## src/rtl/accelerator_standard_fnn_output_collector.sv

```systemverilog
// Captures one hidden-output vector from the standard FNN accelerator, flags protocol errors, and replays the vector on request.
// Optional running signature output: define ACCELERATOR_STANDARD_FNN_OUTPUT_COLLECTOR_SIGNATURE_EN.
//
// state     | meaning
// S_IDLE    | waiting for START after reset
// S_CAPTURE | storing H_OUT strobes until size reached or READY
// S_DONE    | capture finished, buffer readable, START re-arms
module accelerator_standard_fnn_output_collector #(
    parameter int DATA_SIZE = 64,
    parameter int L         = 64
) (
    input  logic                 CLK,
    input  logic                 RST,
    input  logic                 ACCELERATOR_STANDARD_FNN_START,
    input  logic                 ACCELERATOR_STANDARD_FNN_READY,
    input  logic [DATA_SIZE-1:0] ACCELERATOR_STANDARD_FNN_SIZE_L_IN,
    input  logic                 ACCELERATOR_STANDARD_FNN_H_OUT_ENABLE,
    input  logic [DATA_SIZE-1:0] ACCELERATOR_STANDARD_FNN_H_OUT,
    input  logic                 COLLECTOR_RD_ENABLE,
    output logic [DATA_SIZE-1:0] COLLECTOR_RD_DATA,
    output logic                 COLLECTOR_RD_VALID,
    output logic [DATA_SIZE-1:0] COLLECTOR_COUNT,
    output logic                 COLLECTOR_DONE,
    output logic                 COLLECTOR_SIZE_ERROR,
    output logic                 COLLECTOR_SHORT_ERROR,
    output logic                 COLLECTOR_STRAY_ERROR
`ifdef ACCELERATOR_STANDARD_FNN_OUTPUT_COLLECTOR_SIGNATURE_EN
    ,
    output logic [DATA_SIZE-1:0] COLLECTOR_SIGNATURE
`endif
);

    localparam int AW = (L > 1) ? $clog2(L) : 1;
    localparam int CW = $clog2(L + 1);

    typedef enum logic [1:0] {S_IDLE, S_CAPTURE, S_DONE} state_t;

    state_t               state;
    state_t               state_nxt;
    logic [DATA_SIZE-1:0] mem [L];
    logic [CW-1:0]        count;
    logic [CW-1:0]        count_inc;
    logic [CW-1:0]        size_q;
    logic [CW-1:0]        size_arm;
    logic [CW-1:0]        rd_ptr;
    logic                 arm;
    logic                 wr;
    logic                 rd;
    logic                 oversize;
    logic                 short_hit;

    always_comb begin
        arm       = (state != S_CAPTURE) && ACCELERATOR_STANDARD_FNN_START;
        wr        = (state == S_CAPTURE) && ACCELERATOR_STANDARD_FNN_H_OUT_ENABLE;
        rd        = (state == S_DONE) && COLLECTOR_RD_ENABLE && (rd_ptr < count);
        count_inc = count + CW'(wr);
        oversize  = ACCELERATOR_STANDARD_FNN_SIZE_L_IN > DATA_SIZE'(L);
        size_arm  = oversize ? CW'(L) : CW'(ACCELERATOR_STANDARD_FNN_SIZE_L_IN);
        // A final element coinciding with READY completes the vector, so compare after the write.
        short_hit = (state == S_CAPTURE) && ACCELERATOR_STANDARD_FNN_READY && (count_inc != size_q);
    end

    always_ff @(posedge CLK or posedge RST) begin
        if (RST) begin
            state <= S_IDLE;
        end else begin
            state <= state_nxt;
        end
    end

    always_comb begin
        state_nxt = state;
        case (state)
            S_IDLE, S_DONE: begin
                if (ACCELERATOR_STANDARD_FNN_START) begin
                    state_nxt = (ACCELERATOR_STANDARD_FNN_SIZE_L_IN == '0) ? S_DONE : S_CAPTURE;
                end
            end
            S_CAPTURE: begin
                if ((count_inc == size_q) || ACCELERATOR_STANDARD_FNN_READY) begin
                    state_nxt = S_DONE;
                end
            end
            default: state_nxt = S_IDLE;
        endcase
    end

    always_comb begin
        COLLECTOR_DONE  = (state == S_DONE);
        COLLECTOR_COUNT = DATA_SIZE'(count);
    end

    always_ff @(posedge CLK or posedge RST) begin
        if (RST) begin
            count                 <= '0;
            size_q                <= '0;
            rd_ptr                <= '0;
            COLLECTOR_RD_DATA     <= '0;
            COLLECTOR_RD_VALID    <= 1'b0;
            COLLECTOR_SIZE_ERROR  <= 1'b0;
            COLLECTOR_SHORT_ERROR <= 1'b0;
            COLLECTOR_STRAY_ERROR <= 1'b0;
        end else begin
            COLLECTOR_RD_VALID <= rd;
            if (rd) begin
                COLLECTOR_RD_DATA <= mem[rd_ptr[AW-1:0]];
                rd_ptr            <= rd_ptr + CW'(1);
            end
            if (wr) begin
                count <= count_inc;
            end
            if (ACCELERATOR_STANDARD_FNN_H_OUT_ENABLE && (state != S_CAPTURE)) begin
                COLLECTOR_STRAY_ERROR <= 1'b1;
            end
            if (short_hit) begin
                COLLECTOR_SHORT_ERROR <= 1'b1;
            end
            if (arm) begin
                size_q                <= size_arm;
                COLLECTOR_SIZE_ERROR  <= oversize;
                count                 <= '0;
                rd_ptr                <= '0;
                COLLECTOR_SHORT_ERROR <= 1'b0;
            end
        end
    end

    // Write pointer is the element count itself; buffer needs no reset.
    always_ff @(posedge CLK) begin
        if (wr) begin
            mem[count[AW-1:0]] <= ACCELERATOR_STANDARD_FNN_H_OUT;
        end
    end

`ifdef ACCELERATOR_STANDARD_FNN_OUTPUT_COLLECTOR_SIGNATURE_EN
    always_ff @(posedge CLK or posedge RST) begin
        if (RST) begin
            COLLECTOR_SIGNATURE <= '0;
        end else if (arm) begin
            COLLECTOR_SIGNATURE <= '0;
        end else if (wr) begin
            COLLECTOR_SIGNATURE <= {COLLECTOR_SIGNATURE[DATA_SIZE-2:0], COLLECTOR_SIGNATURE[DATA_SIZE-1]}
                                   ^ ACCELERATOR_STANDARD_FNN_H_OUT;
        end
    end
`endif

endmodule

```

## config.mk

```make
export PLATFORM = sky130hd
export DESIGN_NAME = accelerator_standard_fnn_output_collector
export DESIGN_NICKNAME = d
export VERILOG_FILES = /design/src/rtl/accelerator_standard_fnn_output_collector.sv
export SDC_FILE = /design/constraint.sdc
export NUM_CORES = 2
export LEC_CHECK = 0
export BUFFER_PORTS_ARGS = -buffer_cell sky130_fd_sc_hd__buf_4
export CELL_PAD_IN_SITES_DETAIL_PLACEMENT = 1
export CELL_PAD_IN_SITES_GLOBAL_PLACEMENT = 1
export CORE_MARGIN = 2
export CORE_UTILIZATION = 50
export DETAILED_ROUTE_END_ITERATION = 8
export MAX_ROUTING_LAYER = met4
export PLACE_DENSITY = 0.74
export SETUP_SLACK_MARGIN = 0.15
export SYNTH_ARGS = -nofsm -noshare
export SYNTH_HDL_FRONTEND = slang
export SYNTH_SLANG_ARGS = --single-unit
```

## constraint.sdc

```tcl
create_clock -name CLK -period 5.04 [get_ports CLK]
set_clock_uncertainty 0.2 [all_clocks]
set_input_delay 0.504 -clock CLK [delete_from_list [all_inputs] [get_ports CLK]]
set_output_delay 0.504 -clock CLK [all_outputs]
set_load 0.005 [all_outputs]
```

==> qor.txt <==
Worst Hold Class - in2reg
CTS tree - done
Most frequent cell after synthesis - edfxtp_1
Crit path arrival time - 5080 ps
Worst vdd ir - 0.000351 V
Synth area leader - edfxtp_1
Overall routed net length - 497 mm
Syn Inst Count - 7212
Finish-stage setup viols - 0
Max_slew headroom - 0.0673
Drt initial violations - 13.0k
Cell Rows - 207
Antenna Nets Post-Route - 0
Chip Height - 570 um
Period minus WS final - 4460 ps
Crit path capture type - register
Syn avg cell area - 22.2 um2
Synth cell types - 63
Initial antenna violation count - 29
# DRC - 0
H-tree depth - 5
Reg clk slew, reported paths - 60 ps
Synth Warn # - 0
GR Util All Layers - 0.315
Sum Neg Setup Slack - 0 ps
Final Util - 0.576
Layout overhead on the synthesized area - 14.5%
Die footprint - 0.325 mm2
Register area share after synthesis - 0.783
Kind of critical path - reg2reg
PwrDens - 404 mW/mm2
Status - finished clean
Max-cap violations - 0
Root Buffer Master - clkbuf_16
Synth area leaders - edfxtp_1, mux4_2, mux2i_1
Slew Viols, Final - 0
Die W - 570 um
Number of global-route vias before repair - 86.6k
Drt via density - 6.83
Clk sinks - 4187
Nets - 7953
Final hold violations - 0
GR Overflow Total - 0
Highest clock rate - 224 MHz
Starting density of the core - 0.503
DR WL/cell - 40.2 um
Dpl hpwl - 265 mm
Top FF cell, synth - edfxtp_1
Share of cells above drive strength 1 - 0.262
CTS resizes - 0
CTS buffer count - 413
Pleak - 55.8 nW
# hold bufs at CTS - 88
Commonest cells in the netlist - edfxtp_1, mux4_2, mux2i_1, nand2_1, a22oi_1
Max clock buf depth - 4
Synth top area share - 0.768
Worst Max-Slew Pin Slew - 1400 ps
Core area - 0.318 mm2
Post-synth ARST share - 0.0217
Post-synthesis register bit count - 4187
Pin count of the biggest net entering global routing - 98
Synthesized area - 0.160 mm2
Final GP Congestion - 0.826
Pre-antenna DRT Iters - 6
Final period utilization - 0.884
Worst skew pair latency - 1010 ps
DR vias - 84.4k
WP data required - 5660 ps
Post-CTS setup buffers - 0
Critical Path Source Type - register
Number of enable flip-flop cells after synthesis - 4096
Global-route wire length before repair - 689 mm
PortBufs - 209
Crit Path Max Fanout - 45
I/O pin count - 267
Unrepaired setup endpoints after global routing - false
## cell type report
type	count	area (um2)
diodes	16	40.0
clock buffers	525	11100
clock inverters	241	2640
fillers	26523	135000
inverters	15	62.6
multi-input cells	2613	33000
flip-flops and latches	4187	125000
well taps	4180	5230
repair buffers	579	5940
## power breakdown
part | switching, mW | leakage [nW] | total (mW) | internal, mW
combinational | 1.97 | 11.1 | 3.41 | 1.43
sequential | 0.657 | 38.0 | 39.2 | 38.6
clock | 13.5 | 6.68 | 31.4 | 17.9
total | 16.1 | 55.8 | 74.1 | 58.0
## flip-flops by register name (all words and copies together), names as in the netlist
signal	cells
mem	4096
COLLECTOR_RD_DATA	64
count	7
rd_ptr	7
size_q	7
state	2
COLLECTOR_RD_VALID	1
COLLECTOR_SHORT_ERROR	1
COLLECTOR_SIZE_ERROR	1
COLLECTOR_STRAY_ERROR	1
## final timing paths
check                      depth (start not counted)                    end  slack, ps                                    from
min                                                5               state[1]         80  ACCELERATOR_STANDARD_FNN_SIZE_L_IN[34]
max                                                7  COLLECTOR_RD_DATA[11]        580                               rd_ptr[0]
max reg2reg                                        7  COLLECTOR_RD_DATA[11]        580                               rd_ptr[0]
max in group asynchronous                          5              rd_ptr[1]       2990                                     RST
min in group asynchronous                          4  COLLECTOR_RD_DATA[36]        570                                     RST
min reg2reg                                        1  COLLECTOR_STRAY_ERROR        280                   COLLECTOR_STRAY_ERROR
## per-stage QoR
step	setup slack, ps	instance area, um2	hold slack, ps	total power [mW]	cells
floorplan	-46.9	160000	251	41.2	7268
global placement	279	169000	279	43.1	11483
detailed placement	646	169000	268	43.3	11486
CTS	647	183000	1.96	74.3	12340
global route	582	183000	95.9	75.7	12355
finish	583	183000	80.9	74.1	12356
## kinds of logic (layout without fill, tap and decap cells)
family,Yosys count,count (layout),share of synthesized area
other cells,1,73,0.0000234
simple gates,530,530,0.0153
xor+xnor,13,13,0.000711
fa+ha+maj,10,10,0.000782
compound gates,632,632,0.0279
buf+inv,468,1360,0.0162
mux,1371,1371,0.156
flops,4187,4187,0.783
## worst max-delay path: stages (launching register included)
cell       delay, ps
dfrtp_4         1240
buf_12           350
mux4_2           560
a22o_1           270
a2111oi_0        850
a2111oi_0        300
nor3_1           380
nor2_1            90
## layer usage
metal | vias to the layer above | global-route usage | part of all wire
met5 | - | - | 0
met2 | 6305 | 0.477 | 0.47
met4 | 0 | 0.115 | 0.043
met1 | 45263 | 0.424 | 0.36
li1 | 31678 | - | -
met3 | 1180 | 0.0673 | 0.12
## layout by cell type (no fill, tap or decap), types with 14 or more instances in the layout
master,n
a2111oi_0,25
a211oi_1,42
a21oi_1,111
a22o_1,34
a22oi_1,160
buf_12,110
buf_4,378
bufinv_16,46
clkbuf_1,83
clkbuf_16,415
clkbuf_8,27
clkinv_1,77
clkinv_2,75
clkinvlp_4,15
conb_1,57
dfrtp_1,85
diode_2,16
dlygate4sd3_1,88
edfxtp_1,4096
mux2_2,43
mux2i_1,427
mux4_2,901
nand2_1,162
nand3_1,98
nand4_1,35
nor2_1,62
nor2_4,67
nor2b_1,19
nor4_1,24
o21ai_0,33
o221ai_1,55
o22ai_1,103
or3_1,14
Power figures use the tool's default switching activity.
